$ cat config.mk
export PLATFORM = sky130hd
export DESIGN_NAME = p16_uart_rx
export DESIGN_NICKNAME = d
export VERILOG_FILES = /design/src/rtl/p16_uart_pkg.sv /design/src/rtl/p16_sync2.sv /design/src/rtl/p16_uart_rx.sv
export SDC_FILE = /design/constraint.sdc
export NUM_CORES = 1
export LEC_CHECK = 0
export CAP_MARGIN = 20
export CELL_PAD_IN_SITES_DETAIL_PLACEMENT = 0
export CELL_PAD_IN_SITES_GLOBAL_PLACEMENT = 1
export CORE_ASPECT_RATIO = 0.5
export CORE_MARGIN = 8
export CORE_UTILIZATION = 30
export CTS_CLUSTER_DIAMETER = 120
export DETAILED_ROUTE_END_ITERATION = 10
export HOLD_SLACK_MARGIN = 0.12
export PLACE_DENSITY = 0.64
export SLEW_MARGIN = 20
export SYNTH_ARGS = -nofsm -noshare
export SYNTH_HDL_FRONTEND = slang
export SYNTH_HIERARCHICAL = 1
export SYNTH_SLANG_ARGS = --single-unit
$ cat constraint.sdc
create_clock -name i_clk -period 2.5 [get_ports i_clk]
set_input_delay 0.625 -clock i_clk [delete_from_list [all_inputs] [get_ports i_clk]]
set_output_delay 0.625 -clock i_clk [all_outputs]
set_load 0.02 [all_outputs]
$ cat src/rtl/p16_uart_pkg.sv
// Shared types and helpers for the p16 UART receiver.
// Receiver state encoding and bit-period arithmetic.
package p16_uart_pkg;

  typedef enum logic [2:0] {
    IDLE,
    START,
    DATA,
    STOP,
    WAIT_HIGH
  } rx_state_e;

  function automatic int clks_per_bit(
    input int clk_freq,
    input int baud
  );
    return clk_freq / baud;
  endfunction

  function automatic logic maj3(
    input logic a,
    input logic b,
    input logic c
  );
    return (a & b) | (a & c) | (b & c);
  endfunction

endpackage

$ cat src/rtl/p16_sync2.sv
// Two-flop synchronizer with a parameterised reset value.
// Async active-high reset.
module p16_sync2 #(
  parameter logic RST_VAL = 1'b1
) (
  input  logic i_clk,
  input  logic i_rst,
  input  logic i_d,
  output logic o_q
);

  logic [1:0] ff_q;
  logic [1:0] ff_d;

  always_comb begin
    ff_d = {ff_q[0], i_d};
  end

  always_ff @(posedge i_clk or posedge i_rst) begin
    if (i_rst) begin
      ff_q <= {2{RST_VAL}};
    end else begin
      ff_q <= ff_d;
    end
  end

  assign o_q = ff_q[1];

endmodule

$ cat src/rtl/p16_uart_rx.sv
// 8/N/1 UART receiver with valid/ready output and error pulses.
// Define UART_RX_MAJORITY_EN for 2-of-3 majority bit sampling.
module p16_uart_rx
  import p16_uart_pkg::*;
#(
  parameter int CLK_FREQ = 250000,
  parameter int BAUD     = 9600
) (
  input  logic       i_clk,
  input  logic       i_rst,
  input  logic       i_in,
  output logic [7:0] o_data,
  output logic       o_valid,
  input  logic       i_ready,
  output logic       o_frame_err,
  output logic       o_overrun
);

  localparam int CPB = clks_per_bit(CLK_FREQ, BAUD);
  localparam int CW  = $clog2(2 * CPB + 1);

  localparam logic [CW-1:0] CNT_BIT  = CW'(CPB);
  localparam logic [CW-1:0] CNT_HALF = CW'(CPB / 2);
  localparam logic [CW-1:0] CNT_ONE  = CW'(1);

  logic rxs;

  p16_sync2 #(
    .RST_VAL (1'b1)
  ) u_sync (
    .i_clk (i_clk),
    .i_rst (i_rst),
    .i_d   (i_in),
    .o_q   (rxs)
  );

  rx_state_e     state_q, state_d;
  logic [CW-1:0] cnt_q, cnt_d;
  logic [2:0]    idx_q, idx_d;
  logic [7:0]    shift_q, shift_d;
  logic [7:0]    data_q, data_d;
  logic          valid_q, valid_d;
  logic          ferr_q, ferr_d;
  logic          ovr_q, ovr_d;

  logic active;
  logic tick;
  logic decide;
  logic sample;
  logic hshake;

`ifdef UART_RX_MAJORITY_EN
  logic s1_q, s1_d;
  logic s0_q, s0_d;
  logic pend_q, pend_d;
`endif

  always_comb begin
    active = (state_q == START) ||
             (state_q == DATA)  ||
             (state_q == STOP);
    tick   = active && (cnt_q == '0);
    hshake = valid_q && i_ready;

`ifdef UART_RX_MAJORITY_EN
    // Decision lands one cycle after counter 0,
    // once the third sample is available.
    s1_d   = (active && cnt_q == CNT_ONE) ? rxs : s1_q;
    s0_d   = tick ? rxs : s0_q;
    pend_d = tick;
    decide = pend_q;
    sample = maj3(s1_q, s0_q, rxs);
`else
    decide = tick;
    sample = rxs;
`endif

    state_d = state_q;
    cnt_d   = cnt_q;
    idx_d   = idx_q;
    shift_d = shift_q;
    data_d  = data_q;
    valid_d = hshake ? 1'b0 : valid_q;
    ferr_d  = 1'b0;
    ovr_d   = 1'b0;

    // Counter free-runs per bit so the decision
    // delay never stretches the bit period.
    if (active) begin
      cnt_d = tick ? CNT_BIT : cnt_q - CNT_ONE;
    end

    unique case (state_q)
      IDLE: begin
        if (!rxs) begin
          state_d = START;
          cnt_d   = CNT_HALF;
        end
      end
      START: begin
        if (decide) begin
          if (sample) begin
            state_d = IDLE;
            cnt_d   = '0;
          end else begin
            state_d = DATA;
            idx_d   = 3'd0;
          end
        end
      end
      DATA: begin
        if (decide) begin
          shift_d[idx_q] = sample;
          if (idx_q == 3'd7) begin
            state_d = STOP;
          end else begin
            idx_d = idx_q + 3'd1;
          end
        end
      end
      STOP: begin
        if (decide) begin
          cnt_d = '0;
          if (sample) begin
            state_d = IDLE;
            if (!valid_q || hshake) begin
              data_d  = shift_q;
              valid_d = 1'b1;
            end else begin
              ovr_d = 1'b1;
            end
          end else begin
            state_d = WAIT_HIGH;
            ferr_d  = 1'b1;
          end
        end
      end
      WAIT_HIGH: begin
        if (rxs) begin
          state_d = IDLE;
        end
      end
      default: begin
        state_d = IDLE;
        cnt_d   = '0;
      end
    endcase
  end

  always_ff @(posedge i_clk or posedge i_rst) begin
    if (i_rst) begin
      state_q <= IDLE;
      cnt_q   <= '0;
      idx_q   <= '0;
      shift_q <= '0;
      data_q  <= '0;
      valid_q <= 1'b0;
      ferr_q  <= 1'b0;
      ovr_q   <= 1'b0;
`ifdef UART_RX_MAJORITY_EN
      s1_q    <= 1'b1;
      s0_q    <= 1'b1;
      pend_q  <= 1'b0;
`endif
    end else begin
      state_q <= state_d;
      cnt_q   <= cnt_d;
      idx_q   <= idx_d;
      shift_q <= shift_d;
      data_q  <= data_d;
      valid_q <= valid_d;
      ferr_q  <= ferr_d;
      ovr_q   <= ovr_d;
`ifdef UART_RX_MAJORITY_EN
      s1_q    <= s1_d;
      s0_q    <= s0_d;
      pend_q  <= pend_d;
`endif
    end
  end

  assign o_data      = data_q;
  assign o_valid     = valid_q;
  assign o_frame_err = ferr_q;
  assign o_overrun   = ovr_q;

endmodule

# [Word-level counts from Yosys, hierarchy flattened]
# Index checks and enable logic that the tools add are counted.
[classes] addsub=2 n_mul=0 n_div=0 order_cmp=2 n_eq_ne=13 n_shift=0 mux=36 bitwise=0 reduce_logical=15
[ops] cell="$mux 6" n=6
[ops] cell="$mux 3" n=11
[ops] cell="$pmux 6 s4" n=1
[ops] cell="$pmux 3 s5" n=1
[ops] cell="$mux 1" n=13
[ops] cell="$ne 2x2->1 const B" n=6
[ops] cell="$bwmux 8" n=1
[ops] cell="$eq 3x2->1 const B" n=2
[ops] cell="$eq 3x3->1 const B" n=2
[ops] cell="$logic_not 6->1" n=1
[ops] cell="$pmux 3 s2" n=1
[ops] cell="$reduce_and 6->1" n=1
[ops] cell="$sub 6x1->6 const B" n=1
[ops] cell="$reduce_and 5->1" n=1
[ops] cell="$lt 3x4->1 const B" n=1
[ops] cell="$ne 2x1->1 const B" n=2
[ops] cell="$reduce_and 4->1" n=1
[ops] cell="$add 3x1->3 const B" n=1
[ops] cell="$demux 1 s3" n=1
[ops] cell="$eq 3x1->1 const B" n=1
[ops] cell="$ge 3x1->1 const B" n=1
[ops] cell="$logic_and 1x1->1" n=3
[ops] cell="$logic_not 3->1" n=1
[ops] cell="$logic_or 1x1->1" n=3
[ops] cell="other kinds (5)" n=5
[totals] regBits=33 latchBits=0 ramBits=0 rom_bits=0 input_bits=4 elab_cells=77 mem_count=0

# [Longest topological paths before layout]
# Gate-level depths: netlist of the first run.
[logic_depth] word_depth=9 ltp_mapped=7 ltp_nobuf=6

# [Modules after synthesis]
# The synthesis of the first run kept the hierarchy.
[modules_own_cells] module="p16_uart_rx" n_inst=1 cells_per_inst=135 area_each_um2=1560.2
[modules_own_cells] module="p16_sync2" n_inst=1 cells_per_inst=3 area_each_um2=56.3

# [Worst setup path before layout of the first run]
# Ideal clock, no wire load.
[synth_path] path_type="register -> register" start="reg cnt_q[0]" end="reg data_q[0] (netlist: o_data[0])" setup_ns=0.125 t_arrival_ns=1.632 slack_ns=0.743 stages_incl_launch_ff=8 n_path_buf=1 cell_sequence="dfrtp_1 > inv_1 > ha_1 > nor3b_4 > nand4_4 > nor2b_2 > buf_6 > mux2_4"
[synth_between] elab_chain_len=3
[synth_rtl] element="start: declaration" line_no="p16_uart_rx.sv:38" source="logic [CW-1:0] cnt_q, cnt_d;"
[synth_rtl] element="start signal: assignment" line_no="p16_uart_rx.sv:167" source="cnt_q <= cnt_d;"
[synth_rtl] element="$logic_not 6->1" line_no="p16_uart_rx.sv:62" source="tick = active && (cnt_q == '0);"
[synth_rtl] element="$logic_and 1x1->1" line_no="p16_uart_rx.sv:62"
[synth_rtl] element="$reduce_and 4->1 (no source line)"
[synth_rtl] element="end signal: assignment" line_no="p16_uart_rx.sv:170" source="data_q <= data_d;"
[synth_rtl] element="end: declaration" line_no="p16_uart_rx.sv:41" source="logic [7:0] data_q, data_d;"
# No other way between the ends.
# A chain may end at the register's enable or synchronous reset.

# [Worst setup path after layout of the first run]
[layout_path] start="reg cnt_q[0]" end="reg data_q[3] (netlist: o_data[3])"
# The elaborated chain is that of the path after synthesis.

==> run summary, run 1 <==
core footprint - 5350 sq um
endpoints failing setup - 0
clock sinks - 33
R2R depth - 7
via count - 1,065
syn nets - 145
1st-iter DRT viols - 33
met1 WL - 1.55 mm
first-pass GRT wire length - 5.33 mm
Synthesis Warnings - 6
vias in the first global route - 1,080
Remaining DRCs - 0
GR Util All Layers - 0.0813
final hold violation count - 0
Async SR Flop Fraction - 1.00
port bufs - 14
WL final - 3.01 mm
initial antenna violation count - 0
Pwr Density - 798 nW/um^2
met3 WL - 111 microns
crit start category - register
worst-margin pin slew - 0.553 ns
main flop type after synthesis - dfrtp_1
Chip Width - 120 microns
status - completed
H-tree levels - 2
Final min period - 1.97 ns
gr ovfl total - 0
Critical Path RT - 2.66 ns
syn avg cell area - 11.7 sq um
layout cells sized above 1 - 0.228
Critical Path AT - 2.12 ns
Clk pin slew, worst setup/hold paths - 0.07 ns
CTS tree - done
Vias/cell - 4.61
TritonCTS buffer count - 5
RSZ-0062 raised after global routing - no
Critical Path Source - cnt_q[0]
Initial DRT Pass Iterations - 4
routability cong. - 0.714
Netlist cell types - 44
LEAKAGE - 0.000847 uW
Initial Util - 0.302
fmax - 509 MHz
WS Path Type - reg -> reg
Skew-Pair Late Insertion Delay - 0.28 ns
post-route antenna net violation count - 0
CTS Hold Bufs - 0
Max VDD drop - 0.227 mV
worst hold path class - reg -> reg
WL per Instance - 13.0 microns
critical-path maximum fanout - 8
Tcrit/Tclk final - 0.786
Post-Syn Instances - 138
top-level I/O count - 15
Area Growth Syn to Fin - 19.3%
# diodes - 0
max cap viols - 0
Slew HR - 0.628
height of the die - 67.9 microns
Slew Limit Fails - 0
R2R setup slack - 0.53 ns
crit end category - register
row count - 19
number of setup buffers added after CTS - 0
final setup TNS - 0 ns
RR Startpoint - cnt_q[0]
post-synthesis instance area - 1620 sq um
dpl cells - 223
die area - 8140 sq um
CTS resizes - 0
Crit Reg-Reg Endpoint - o_data[3]
post-layout net count - 164
Yosys reg bits - 33
hpwl dp - 2.19 mm
root buffer cell - clkbuf_8
metal2 WL - 1.32 mm
clk buf depth - 2
top sig layer - met4
clock skew after layout - 0.00996 ns
EDFF count, synth - 0
largest net degree at the start of global routing - 32
final cell count without fillers - 231
sequential area share after synthesis - 0.512
CP Capture Point - o_data[3]
[cell usage in the layout, fill, tap and decap left out, types with 2 or more instances in the layout]
cell type / instances
a21oi_1: 4
a22o_1: 3
buf_4: 3
clkbuf_8: 5
clkdlybuf4s50_1: 14
clkinv_2: 2
dfrtp_1: 31
dfstp_2: 2
ha_1: 3
inv_1: 5
mux2_1: 4
mux2_2: 5
mux2_4: 8
nand2_1: 7
nand2b_1: 4
nand3_1: 5
nor2_1: 15
nor2b_1: 2
nor3_1: 6
o21ai_0: 4
[power breakdown]
part           switching [uW]  internal (uW)  leakage (uW)
registers                 125            615      0.000435
logic                     217            196      0.000368
clock network             192            192     0.0000439
total                     534           1000      0.000847
[worst max-delay path: stages, from the launching register on]
cell	delay, ns
dfrtp_1	0.41
inv_1	0.07
ha_1	0.22
nor3b_4	0.36
nand4_4	0.15
nor2b_2	0.13
buf_4	0.20
mux2_4	0.31
[worst min-delay path by stage]
stage,start,to,cells after the start
after global routing,u_sync/ff_q[0],u_sync/ff_q[1],0
after detailed placement,u_sync/ff_q[0],u_sync/ff_q[1],0
after floorplan,u_sync/ff_q[0],u_sync/ff_q[1],0
after global placement,u_sync/ff_q[0],u_sync/ff_q[1],0
after CTS,u_sync/ff_q[0],u_sync/ff_q[1],0
final,u_sync/ff_q[0],u_sync/ff_q[1],0
[through the flow]
| step | total power (uW) | utilization | hold WS [ns] | area, sq um | worst slack (ns) |
|---|---|---|---|---|---|
| floorplan | 1070 | - | 0.345 | 1620 | 0.743 |
| global placement | 1160 | 0.344 | 0.348 | 1840 | 0.519 |
| detailed placement | 1170 | 0.344 | 0.347 | 1840 | 0.514 |
| CTS | 1560 | 0.360 | 0.358 | 1930 | 0.523 |
| global route | 1650 | 0.360 | 0.367 | 1930 | 0.372 |
| finish | 1540 | 0.360 | 0.356 | 1930 | 0.534 |
[final cells by class]
class,instances,area (sq um)
clock buffers,5,68.8
clock inverters,3,17.5
fillers,526,3420
inverters,5,18.8
multi-input cells,95,741
flip-flops and latches,33,828
well taps,73,91.3
repair buffers,17,163
[sequential cells by signal, summed over array words and instances (netlist names)]
| register | count |
|---|---|
| o_frame_err | 1 |
| o_valid | 1 |
| cnt_q | 6 |
| shift_q | 8 |
| o_data | 8 |
| u_sync/ff_q | 2 |
| idx_q | 3 |
| state_q | 3 |
| o_overrun | 1 |
[synthesized netlist by cell type (all sizes together) (2+ instances only)]
| library cell | number | area [sq um] |
|---|---|---|
| dfrtp | 31 | 776 |
| mux2 | 17 | 221 |
| nor2 | 15 | 56.3 |
| nor3 | 8 | 56.3 |
| nand2 | 7 | 26.3 |
| nand3 | 6 | 35.0 |
| inv | 5 | 18.8 |
| a21oi | 4 | 20.0 |
| nand2b | 4 | 25.0 |
| o21ai | 4 | 20.0 |
| a22o | 3 | 26.3 |
| buf | 3 | 21.3 |
| ha | 3 | 37.5 |
| nor2b | 3 | 21.3 |
| a21o | 2 | 16.3 |
| and2 | 2 | 13.8 |
| clkbuf | 2 | 7.51 |
| dfstp | 2 | 52.6 |
| nand4 | 2 | 27.5 |
| nor4 | 2 | 18.8 |
[cells by family after synthesis]
logic type | share of synthesized area
AND/OR/NAND/NOR | 0.198
flip-flops | 0.512
AO/OA/AOI/OAI | 0.0882
multiplexers | 0.143
buffers and inverters | 0.0294
adder cells (fa/ha/maj) | 0.0232
XOR/XNOR | 0.00542
[per-layer routing]
metal | vias to the layer above | global-route usage
met5 | - | 0
met4 | 0 | 0.0277
met3 | 2 | 0.0296
met2 | 9 | 0.125
met1 | 524 | 0.105
li1 | 530 | -
Power figures use the tool's default switching activity.
==> inputs of run 2 (changes only) <==
--- a/config.mk
+++ b/config.mk
@@ -14,7 +14,7 @@
 export CTS_CLUSTER_DIAMETER = 120
 export DETAILED_ROUTE_END_ITERATION = 10
 export HOLD_SLACK_MARGIN = 0.12
-export PLACE_DENSITY = 0.64
+export PLACE_DENSITY = 0.66
 export SLEW_MARGIN = 20
 export SYNTH_ARGS = -nofsm -noshare
 export SYNTH_HDL_FRONTEND = slang
==> constraint.sdc (replaced) <==
create_clock -name i_clk -period 1.8 [get_ports i_clk]
set_input_delay 0.45 -clock i_clk [delete_from_list [all_inputs] [get_ports i_clk]]
set_output_delay 0.45 -clock i_clk [all_outputs]
set_load 0.02 [all_outputs]
==> run 2 against run 1 <==
  * Die area did not move
  * Register-to-register slack got worse by 0.59 ns
  * Flip-flop and latch count did not move
  * Total power rose by 68%
  * Count of clock-buffer cells in the layout did not move
  * Cell count rose by 7.8%
  * Combinational power rose by 120%
  * Critical endpoint is now shift_q[7]
  * Highest routed layer unchanged
  * Clock power rose by 87%
  * Sequential share of layout area fell by 4.7 points
  * The flow now finishes with violations (setup timing)
==> run summary, run 2 (synthesized netlist as in run 1, its figures left out) <==
root buffer cell - clkbuf_8
LEAKAGE - 0.000959 uW (+13%)
post-layout net count - 182 (+11%)
Crit Reg-Reg Endpoint - shift_q[7]
1st-iter DRT viols - 56 (+70%)
commonest cells after routing, fill and taps aside - dfrtp_1, buf_4, clkdlybuf4s50_1, nor2_1, mux2_4
critical-path maximum fanout - 5 (-3)
height of the die - 67.9 microns (unchanged)
R2R depth - 7 (unchanged)
FF/Latch Area - 828 sq um (unchanged)
final cell count without fillers - 249 (+7.8%)
Clk pin slew, worst setup/hold paths - 0.08 ns (about the same)
failing checks - setup timing
initial antenna violation count - 0 (unchanged)
routability cong. - 0.757 (+6.0%)
clock sinks - 33 (unchanged)
Remaining DRCs - 0 (unchanged)
# diodes - 0 (unchanged)
Pwr Density - 1190 nW/um^2 (+49%)
Initial Util - 0.302 (unchanged)
clk buf depth - 2 (unchanged)
clock skew after layout - 0.00716 ns (-0.00280 ns)
fmax - 540 MHz (+6.2%)
H-tree levels - 2 (unchanged)
Chip Width - 120 microns (unchanged)
max cap viols - 0 (unchanged)
die area - 8140 sq um (unchanged)
WL final - 3.38 mm (+12%)
via count - 1,144 (+7.4%)
area of placed instances - 1980 sq um (+7.6%)
R2R setup slack - -0.05 ns (-0.59 ns)
Worst Hold Depth - 0 (unchanged)
most common cell after layout, fill and taps aside - dfrtp_1
status - complete, but fails checks
largest net degree at the start of global routing - 32 (unchanged)
RR Startpoint - cnt_q[0]
HP Start - u_sync/ff_q[0]
Final Cell Area - 2160 sq um (+12%)
endpoints failing setup - 6 (+6)
Skew-Pair Late Insertion Delay - 0.30 ns (+0.02 ns)
row count - 19 (unchanged)
Max VDD drop - 0.434 mV (+91%)
Multi-input gate area - 797 sq um (+7.6%)
Worst Setup Slack, final - -0.0514 ns (-0.586 ns)
Area Growth Syn to Fin - 33.9%
total power - 2580 uW (+68%)
top-level I/O count - 15 (unchanged)
Slew HR - 0.733 (+0.105)
WL per Instance - 13.6 microns (+4.2%)
Critical Path RT - 1.99 ns (-0.67 ns)
GR Util All Layers - 0.0926 (+0.0112)
Vias/cell - 4.59 (-0.35%)
Hold Path End - u_sync/ff_q[1]
port bufs - 14 (unchanged)
gr ovfl total - 0 (unchanged)
Final min period - 1.85 ns (-0.114 ns)
worst-margin pin slew - 0.401 ns (-0.152 ns)
Critical Path AT - 2.04 ns (-0.08 ns)
dpl cells - 240 (+7.6%)
RSZ-0062 raised after global routing - yes
TritonCTS buffer count - 5 (unchanged)
vias in the first global route - 1,184 (+9.6%)
first-pass GRT wire length - 5.76 mm (+8.0%)
worst hold path class - reg -> reg
crit end category - register
CTS tree - done
Filler cells - 529 (+0.57%)
WS Path Type - reg -> reg
final hold violation count - 0 (unchanged)
hpwl dp - 2.40 mm (+9.4%)
Final Util - 0.405 (+0.0442)
Slew Limit Fails - 0 (unchanged)
Initial DRT Pass Iterations - 4 (unchanged)
layout cells sized above 1 - 0.358 (+0.130)
post-route antenna net violation count - 0 (unchanged)
Hold WS - 0.374 ns (+0.0179 ns)
Tcrit/Tclk final - 1.03 (+0.242)
core footprint - 5350 sq um (unchanged)
crit start category - register
[run 2: cell types whose count changed in the layout (fill, tap and decap cells not counted), sizes merged]
cell | previous run | this run
buf | 3 | 21
clkinv | 2 | 1
bufinv | 0 | 1
[run 2: through the flow]
step / worst slack (ns) / TNS, ns
floorplan: 0.0430 / 0
global placement: -0.00128 / -0.00223
detailed placement: -0.00562 / -0.00573
CTS: -0.00104 / -0.00104
global route: -0.167 / -1.75
finish: -0.0514 / -0.172
[run 2: final cells by class]
class                           count  area share
Clock inverter                      3      0.0214
Multi-Input combinational cell     95       0.368
Clock buffer                        5      0.0318
Timing Repair Buffer               35       0.145
Tap cell                           73      0.0422
Sequential cell                    33       0.383
Inverter                            5     0.00867
[run 2: timing repair]
action | 4_1_cts | 5_1_grt
setup endpoints to repair | 13 | 18
buffers inserted | 0 | 1
pin swaps | 1 | 5
gates resized for setup | 3 | 12
hold buffers | 0 | 0
[run 2: worst max-delay path, stage by stage (launching register included)]
cell and delay [ns]:
dfrtp_1 0.39, inv_1 0.07, ha_2 0.17, nor3b_4 0.19, buf_6 0.15, nand4_1 0.24, nor2_2 0.23, mux2_4 0.31
[run 2: layer usage]
| layer | routed length [microns] | vias up | global-route usage |
|---|---|---|---|
| met5 | 0 | - | 0 |
| met2 | 1560 | 10 | 0.151 |
| met1 | 1620 | 563 | 0.108 |
| met4 | 64 | 0 | 0.0416 |
| met3 | 137 | 7 | 0.0379 |
| li1 | - | 564 | - |
[run 2: worst max path at each step]
stage / startpoint / to
finish: cnt_q[0] / shift_q[7]
global route: cnt_q[0] / shift_q[4]
CTS: cnt_q[0] / shift_q[1]
detailed placement: i_ready / o_data[5]
global placement: i_ready / o_data[4]
floorplan: cnt_q[0] / o_data[0]
[run 2: where the power goes]
part	switching (uW)	total, uW	internal, uW
Clock	305	719	414
Combinational	439	907	468
Sequential	95.3	950	855
==> inputs of run 3 (changes only) <==
--- a/config.mk
+++ b/config.mk
@@ -10,12 +10,11 @@
 export CELL_PAD_IN_SITES_GLOBAL_PLACEMENT = 1
 export CORE_ASPECT_RATIO = 0.5
 export CORE_MARGIN = 8
-export CORE_UTILIZATION = 30
+export CORE_UTILIZATION = 43
 export CTS_CLUSTER_DIAMETER = 120
 export DETAILED_ROUTE_END_ITERATION = 10
 export HOLD_SLACK_MARGIN = 0.12
-export PLACE_DENSITY = 0.66
-export SLEW_MARGIN = 20
+export PLACE_DENSITY = 0.83
 export SYNTH_ARGS = -nofsm -noshare
 export SYNTH_HDL_FRONTEND = slang
 export SYNTH_HIERARCHICAL = 1
==> constraint.sdc (replaced) <==
create_clock -name i_clk -period 1.95 [get_ports i_clk]
set_input_delay 0.4875 -clock i_clk [delete_from_list [all_inputs] [get_ports i_clk]]
set_output_delay 0.4875 -clock i_clk [all_outputs]
set_load 0.02 [all_outputs]
==> run 3 against run 2 <==
  * The run now ends clean
  * Flip-flop and latch count is the same
  * Combinational power is 30% lower
  * Worst hold slack worse by 0.017 ns
  * Critical path depth decreased by 1
  * Utilization grew 16 points
  * Total power fell by 21%
  * Global-route usage rose by 1.9 points
  * Critical endpoint unchanged
  * Highest routed layer unchanged
==> run summary, run 3 (synthesized netlist as in run 1, its figures left out) <==
CTS tree - done
hpwl dp - 2.14 mm (-11%)
Filler cells - 319 (-40%)
Skew-Pair Late Insertion Delay - 0.28 ns (-0.02 ns)
WL final - 2.96 mm (-12%)
most common cell after layout, fill and taps aside - dfrtp_1
final setup TNS - 0 ns (+0.172 ns)
clock skew after layout - 0.00431 ns (-0.00285 ns)
root buffer cell - clkbuf_8
WS Path Type - reg -> reg
post-layout net count - 170 (-6.6%)
via count - 1,102 (-3.7%)
RSZ-0062 raised after global routing - yes
WL per Instance - 13.8 microns (+1.4%)
Buf/Inv on CP - 1 (-1)
status - completed
Chip Width - 103 microns (-14%)
critical-path maximum fanout - 5 (unchanged)
GR Util All Layers - 0.111 (+0.0188)
core footprint - 3510 sq um (-34%)
crit end category - register
endpoints failing setup - 0 (-6)
commonest cells after routing, fill and taps aside - dfrtp_1, nor2_1, clkdlybuf4s50_1, mux2_4, buf_4
Final min period - 1.92 ns (+0.0645 ns)
CP top delay family - simple AND/OR/NAND/NOR gates
layout cells sized above 1 - 0.262 (-0.0958)
crit start category - register
Critical Path Slowest Stage Cell - dfrtp_1
clock sinks - 33 (unchanged)
first-pass GRT wire length - 5.09 mm (-12%)
final hold violation count - 0 (unchanged)
Clk pin slew, worst setup/hold paths - 0.06 ns (-0.02 ns)
Initial Util - 0.461 (+0.158)
Tcrit/Tclk final - 0.983 (-0.0460)
# diodes - 0 (unchanged)
H-tree levels - 2 (unchanged)
gr ovfl total - 0 (unchanged)
Multi-input gate area - 751 sq um (-5.8%)
clk buf depth - 2 (unchanged)
fmax - 522 MHz (-3.4%)
Crit path largest cell delay - 0.40 ns (about the same)
Initial DRT Pass Iterations - 4 (unchanged)
top-level I/O count - 15 (unchanged)
vias in the first global route - 1,083 (-8.5%)
height of the die - 59.4 microns (-13%)
Critical Path RT - 2.12 ns (+0.13 ns)
worst-margin pin slew - 0.415 ns (+0.0136 ns)
worst hold path class - reg -> reg
Slew HR - 0.723 (-0.0101)
Remaining DRCs - 0 (unchanged)
initial antenna violation count - 0 (unchanged)
Max VDD drop - 0.400 mV (-7.9%)
post-route antenna net violation count - 0 (unchanged)
Pwr Density - 1040 nW/um^2 (-13%)
largest net degree at the start of global routing - 32 (unchanged)
CP Cell Sequence - inv_1 > ha_2 > nor3b_4 > nand4_1 > nor2_1 > mux2_4
die area - 6100 sq um (-25%)
Vias/cell - 5.13 (+12%)
FF/Latch Area - 828 sq um (unchanged)
Critical Path AT - 2.08 ns (+0.04 ns)
Area Growth Syn to Fin - 21.5%
1st-iter DRT viols - 37 (-34%)
routability cong. - 0.777 (+2.7%)
LEAKAGE - 0.000880 uW (-8.2%)
row count - 15 (-4)
Slew Limit Fails - 0 (unchanged)
TritonCTS buffer count - 5 (unchanged)
port bufs - 14 (unchanged)
Hold WS - 0.357 ns (-0.0171 ns)
max cap viols - 0 (unchanged)
[run 3: cell count changes in the layout (fill, tap and decap cells not counted), sizes merged]
| cell | before | now |
|---|---|---|
| buf | 21 | 9 |
| bufinv | 1 | 0 |
| clkbuf | 5 | 6 |
| clkinv | 1 | 2 |
| clkinvlp | 1 | 0 |
[run 3: worst paths after layout]
| path | from | endpoint | slack, ns | cells past startpoint |
|---|---|---|---|---|
| worst max-delay path | cnt_q[0] | shift_q[7] | 0.03 | 6 |
| worst min-delay path | u_sync/ff_q[0] | u_sync/ff_q[1] | 0.36 | 0 |
| worst max register to register | cnt_q[0] | shift_q[7] | 0.03 | 6 |
| worst min register to register | u_sync/ff_q[0] | u_sync/ff_q[1] | 0.36 | 0 |
| max in group asynchronous | i_rst | o_data[7] | 1.06 | 3 |
| min in group asynchronous | i_rst | u_sync/ff_q[0] | 0.55 | 2 |
[run 3: final cells by class]
cell class                 count  area share
sequential                    33       0.422
multi-input combinational     95       0.382
timing repair buffer          23       0.112
clock buffer                   6      0.0369
tap                           51      0.0325
inverter                       5     0.00955
clock inverter                 2     0.00510
[run 3: what timing repair did]
action                                  in CTS  in global routing
resized for setup                            0                  3
endpoints found under the setup margin       0                  6
hold buffers                                 0                  0
buffers inserted                             0                  0
[run 3: power breakdown]
part / total, uW / internal [uW] / leakage (uW) / switching (uW)
logic: 639 / 318 / 0.000400 / 321
registers: 922 / 790 / 0.000435 / 133
clock network: 483 / 247 / 0.0000450 / 236
total: 2040 / 1350 / 0.000880 / 690
[run 3: stage by stage]
step | util | setup slack, ns | cells | instance area (sq um) | power [uW]
floorplan | - | 0.193 | 138 | 1620 | 1370
global placement | 0.533 | 0.124 | 207 | 1870 | 1550
detailed placement | 0.533 | 0.0741 | 207 | 1870 | 1570
CTS | 0.557 | 0.0594 | 215 | 1950 | 2060
global route | 0.560 | -0.0359 | 215 | 1960 | 2190
finish | 0.560 | 0.0341 | 215 | 1960 | 2040
[run 3: routing by layer]
layer	share of wire	up-vias	GRT usage
li1	-	543	-
met1	0.49	538	0.133
met2	0.44	19	0.161
met3	0.055	2	0.0585
met4	0.0091	0	0.0517
met5	0	-	0
==> RTL change 1: new RTL, settings of run 3 <==
Add a define of `UART_RX_MAJORITY_EN`.
--- a/src/rtl/p16_uart_rx.sv
+++ b/src/rtl/p16_uart_rx.sv
@@ -2,2 +2,4 @@
 // Define UART_RX_MAJORITY_EN for 2-of-3 majority bit sampling.
+`define UART_RX_MAJORITY_EN
+
 module p16_uart_rx
Check against the original RTL: no difference found for any inputs over 10 cycles, from zero or initial values and one cycle with i_rst high; that may be too few to reach the edited logic, so the function may still have changed.
==> RTL change 1 against run 3 <==
- wire length up 1.4%
- worst setup slack better by 0.17 ns
- final area rose by 3.5%
- largest power group unchanged
- power is 12% higher
- area after synthesis up 4.4%
- sequential cell count up 3
- fmax increased by 9.6%
- via count fell by 0.45%
- critical path type is now flop to output pin
==> RTL change 1: results (changes against run 3) <==
Global route
  – Wire length of the first global-routing pass: 5.21 mm (+2.4%)
  – Largest net degree at the start of global routing: 25 (-22%)
  – GRT Overall Usage: 0.104 (-0.00688)
  – Antenna violations before repair: 0 (unchanged)

Cells and area
  – Share of final-layout standard cells stronger than drive strength 1: 0.257 (-0.00471)
  – ClkCell Share: 0.0548 (+0.0127)
  – Number of ordinary and repair buffers in the finished layout: 20 (-13%)
  – Layout Nets: 175 (+2.9%)
  – Non-Clock Inverter Count: 6 (+1)
  – P&R area growth vs syn: 20.5%
  – Clock buffers: 5 (-1)
  – Total number of multi-input combinational cells: 97 (+2.1%)
  – Non-clock buffer contribution to total cell area: 0.0972 (-0.0149)
  – Share of cell area taken by multi-input logic gates: 0.358 (-0.0240)
  – Combined area of the multi-input logic cells: 728 µm² (-3.0%)
  – Filler Cell Count: 345 (+8.2%)
  – Layout Utilization: 0.529 (-0.0307)
  – Count of placed standard cells in the final layout, fillers left out: 221 (+2.8%)
  – Sequential share of cell area: 0.446 (+0.0239)

Timing
  – Clock Skews: 0.00694 ns (+0.00263 ns)
  – Worst max-slew margin expressed relative to the limit: 0.696 (-0.0269)

Worst setup path
  – Largest stage delay on the critical path: 0.61 ns (+0.21 ns)
  – Arrival time at the worst endpoint: 1.26 ns (-0.82 ns)
  – Library cell contributing the largest single delay on the critical path: clkdlybuf4s50_1
  – Worst Path Max Fanout: 2 (-3)
  – CP top delay family: buffers and inverters

Pwr
  – Clk pwr share: 0.278 (+0.042)
  – Power attributed to combinational cells: 659 µW (+3%)
  – Power dissipated in the clock network: 637 µW (+32%)
  – Net Sw Power: 723 µW (+4.8%)
  – Maximum VDD drop: 0.000528 V (+32%)
  – Static power due to leakage: 0.000929 µW (+5.5%)

Logic synthesis
  – Unique cell type count in the Yosys netlist: 38 (-14%)
  – Net count after synthesis: 155 (+6.9%)
  – Main area contributors after synthesis: dfrtp_1 47%, mux2_2 12%, dfstp_2 6.2%
  – Post-synth top cells: 32 x dfrtp_1, 18 x mux2_2, 10 x nand2_1, 10 x nor2_1, 8 x nand3_1
  – Share of the yosys chip area belonging to registers: 0.537 (+0.0243)
  – Average instance area after synthesis: 11.6 µm² (-1.3%)
  – Seq cells post-synth: 36 (+9.1%)
  – Share of synthesized registers carrying an async set or reset: 1.00 (unchanged)

Route
  – DR vias: 1097 (-0.45%)
  – Initial detailed-routing violation count: 53 (+43%)
  – First-pass DRT Iterations: 4 (unchanged)
  – Remaining number of nets flagged by the antenna check after routing: 0 (unchanged)
  – Detailed-route wire length per cell: 13.6 µm (-1.4%)

Run status
  – Status: finished clean

Placement
  – Number of port buffers: 14 (unchanged)
  – Total placed cells including tap cells: 213 (+2.9%)
  – Placed Instance Area: 1920 µm² (+2.7%)
  – HPWL Detailed: 2.18 mm (+2.0%)
  – Final GP Congestion: 0.774 (-0.48%)
  – Worst setup slack after placement: 0.0679 ns (-0.00618 ns)

Hold path
  – Worst min-delay path category: flop to flop

Clock network
  – Maximum level of the CTS H-tree: 2 (unchanged)
-- RTL change 1: cell count changes after synthesis, sizes merged, moves of 3 or more --
cell | before | now
clkbuf | 2 | 5
nand2 | 7 | 11
nor2 | 15 | 10
nor3 | 8 | 5
nor3b | 1 | 4
nor4b | 0 | 3
xnor2 | 0 | 3
-- RTL change 1: kinds of logic (layout without fill, tap and decap cells) --
kind of cell / count (synthesis) / in the layout / synth area share
AND/OR/NAND/NOR: 52 / 52 / 0.180
flip-flops: 36 / 36 / 0.537
multiplexers: 19 / 19 / 0.126
AO/OA/AOI/OAI: 16 / 16 / 0.0615
buffers and inverters: 13 / 34 / 0.0319
adder cells (fa/ha/maj): 6 / 6 / 0.0430
XOR/XNOR: 4 / 4 / 0.0208
-- RTL change 1: per-layer routing --
| metal | share of wire | track usage | wire, µm |
|---|---|---|---|
| met1 | 0.47 | 0.112 | 1400 |
| met2 | 0.49 | 0.190 | 1480 |
| met3 | 0.028 | 0.0301 | 84 |
| met4 | 0.015 | 0.0542 | 46 |
| met5 | 0 | 0 | 0 |
-- RTL change 1: final timing paths --
path / from / endpoint / slack (ns) / cells past startpoint
max: o_data[7]$_DFFE_PP0P_ / o_data[7] / 0.20 / 1
min reg2reg: u_sync/ff_q[0]$_DFF_PP1_ / u_sync/ff_q[1]$_DFF_PP1_ / 0.36 / 0
min in group asynchronous: i_rst / cnt_q[3]$_DFF_PP0_ / 0.54 / 2
max in group asynchronous: i_rst / o_data[7]$_DFFE_PP0P_ / 0.94 / 3
max reg2reg: decide$_DFF_PP0_ / shift_q[2]$_DFFE_PP0P_ / 0.25 / 4
min: u_sync/ff_q[0]$_DFF_PP1_ / u_sync/ff_q[1]$_DFF_PP1_ / 0.36 / 0
==> RTL change 2: new RTL, flow settings as in run 3 <==
Made on the original files. `shift_q` and `data_q` no longer have a reset.
--- a/src/rtl/p16_uart_rx.sv
+++ b/src/rtl/p16_uart_rx.sv
@@ -154,4 +154,2 @@
       idx_q   <= '0;
-      shift_q <= '0;
-      data_q  <= '0;
       valid_q <= 1'b0;
@@ -168,4 +166,2 @@
       idx_q   <= idx_d;
-      shift_q <= shift_d;
-      data_q  <= data_d;
       valid_q <= valid_d;
@@ -181,2 +177,7 @@
 
+  always_ff @(posedge i_clk) begin
+    shift_q <= shift_d;
+    data_q  <= data_d;
+  end
+
   assign o_data      = data_q;
Behaviour: no difference found for any inputs over 10 cycles, from zero or initial values and one cycle with i_rst high; that may be too few to reach the edited logic, so the function may still have changed.
==> RTL change 2 against run 3 <==
- non-clock buffer count rose by 6
- area after synthesis down 10%
- power up 19%
- sequential cell count unchanged
- sequential share of layout area up 5.0 points
- final area is 2.0% lower
- worst setup slack improved by 0.023 ns
- cell count shrank 5.6%
- sequential power increased by 0.5%
- wire length shrank 11%
- highest routed layer unchanged
==> RTL change 2: results (changes against run 3) <==
Cells and area
  – Filler Cell Count: 278 (-13%)
  – Layout Nets: 167 (-1.8%)
  – Combined area of the multi-input logic cells: 543 µm² (-28%)
  – Share of final-layout standard cells stronger than drive strength 1: 0.255 (-0.00754)
  – Antenna Cells: 0 (unchanged)

Logic synthesis
  – Share of synthesized registers carrying an async set or reset: 0.515 (-0.485)
  – Post-synth top cells: 21 x nor2_1, 16 x edfxtp_1, 15 x dfrtp_1
  – Post-synth top area share: 0.330 (-0.150)
  – EDFF count, synth: 16 (+16)
  – Net count after synthesis: 135 (-6.9%)
  – Main area contributors after synthesis: edfxtp_1 33%, dfrtp_1 26%, nor2_1 5.4%
  – Share of the yosys chip area belonging to registers: 0.624 (+0.112)
  – Unique cell type count in the Yosys netlist: 37 (-16%)

Global route
  – Global-route met2 utilization: 0.174 (+0.0126)
  – Met3 Track Usage GR: 0.0448 (-0.0137)
  – Wire length of the first global-routing pass: 4.49 mm (-12%)
  – Via count of the first global-routing pass: 1016 (-6.2%)
  – GRT Overall Usage: 0.101 (-0.0103)
  – Met1 track demand over resource: 0.108 (-0.0249)
  – Largest net degree at the start of global routing: 16 (-50%)
  – Antenna violations before repair: 0 (unchanged)

Clock network
  – Maximum level of the CTS H-tree: 2 (unchanged)
  – Inserted Clock Buffers: 5 (unchanged)
  – Max Root-Sink Buffers: 2 (unchanged)
  – Root buffer cell: clkbuf_8

Run status
  – Status: finished clean

Pwr
  – Maximum VDD drop: 0.000472 V (+18%)
  – Static power due to leakage: 0.000766 µW (-13%)
  – Net Sw Power: 725 µW (+5.1%)

Route
  – Drt via density: 5.12 (-0.14%)
  – Total wire length after detailed routing: 2.64 mm (-11%)
  – Initial detailed-routing violation count: 38 (+2.7%)

Placement
  – HPWL Detailed: 1.92 mm (-10%)
  – Final GP Congestion: 0.756 (-2.8%)
  – Placed Instance Area: 1740 µm² (-7.0%)

Worst setup path
  – Worst Path Max Fanout: 8 (+3)
  – Arrival time at the worst endpoint: 1.87 ns (-0.21 ns)

Hold path
  – Worst min-delay path category: flop to flop

Timing
  – Clock Skews: 0.00364 ns (-0.000669 ns)
  – Worst max-slew margin expressed relative to the limit: 0.599 (-0.123)
## RTL change 2: cell types whose count changed in the layout (fill, tap and decap cells not counted), moves of 4 or more
cell      change
buf_4         +7
dfrtp_1      -16
edfxtp_1     +16
mux2_2        -4
mux2_4       -10
nand2_1       +4
nand3_1       -4
nor2_1        +6
## RTL change 2: what timing repair did
action | in CTS | in global routing
endpoints found under the setup margin | 8 | 16
pin swaps | 2 | 2
setup buffers | 2 | 1
resized for setup | 3 | 4
## RTL change 2: logic make-up (layout without fill, tap and decap cells)
group                      count (synthesis)  count (layout)  synth area share
DFF                                       33              33             0.624
AOI/OAI and AO/OA                         18              18            0.0800
muxes                                      4               4            0.0275
xor gates and xnor gates                   2               2            0.0120
and+or+nand+nor                           55              55             0.195
adders and majority gates                  3               3            0.0258
buffers and inverters                     13              46            0.0352
## RTL change 2: final timing paths
check / slack [ns] / cells after the start / startpoint / to
max: 0.06 / 6 / cnt_q[0]$_DFF_PP0_ / o_data[7]$_DFFE_PP_
min: 0.36 / 0 / u_sync/ff_q[0]$_DFF_PP1_ / u_sync/ff_q[1]$_DFF_PP1_
max reg2reg: 0.06 / 6 / cnt_q[0]$_DFF_PP0_ / o_data[7]$_DFFE_PP_
min reg2reg: 0.36 / 0 / u_sync/ff_q[0]$_DFF_PP1_ / u_sync/ff_q[1]$_DFF_PP1_
max in group asynchronous: 0.96 / 2 / i_rst / o_valid$_DFF_PP0_
min in group asynchronous: 0.55 / 2 / i_rst / u_sync/ff_q[1]$_DFF_PP1_
## RTL change 2: routing by layer
metal	part of all wire	up-vias	routed length, µm
met5	0	-	0
met4	0.0087	0	23
met3	0.064	2	168
met2	0.48	22	1260
met1	0.45	504	1190
li1	-	511	-
## RTL change 2: area by class of cell
cell class	instances	area share
tap	42	0.0273
inverter	9	0.0176
timing repair buffer	29	0.131
multi-input combinational	82	0.282
sequential	33	0.472
clock buffer	5	0.0358
clock inverter	3	0.0338
## RTL change 2: worst max-delay path, cell delays in order, from the launching register on
cell	delay, ns
dfrtp_1	0.39
inv_2	0.08
ha_4	0.13
nor3b_4	0.19
nand3_2	0.09
or4_4	0.46
nor2b_4	0.25
## RTL change 2: through the flow
stage | total power [µW] | setup WS (ns) | instances
final | 2430 | 0.0573 | 203
after global placement | 1610 | 0.0481 | 192
after detailed placement | 1630 | -0.00741 | 192
after floorplan | 1400 | -0.0477 | 128
after global routing | 2580 | -0.0302 | 203
after CTS | 2440 | -0.0181 | 202
## RTL change 2: power by group through the flow
stage / Sequential, µW / Clock [µW] / Combinational, µW
floorplan: 936 / 0 / 466
global placement: 931 / 0 / 680
detailed placement: 934 / 0 / 699
CTS: 926 / 768 / 746
global route: 940 / 797 / 839
finish: 927 / 758 / 744
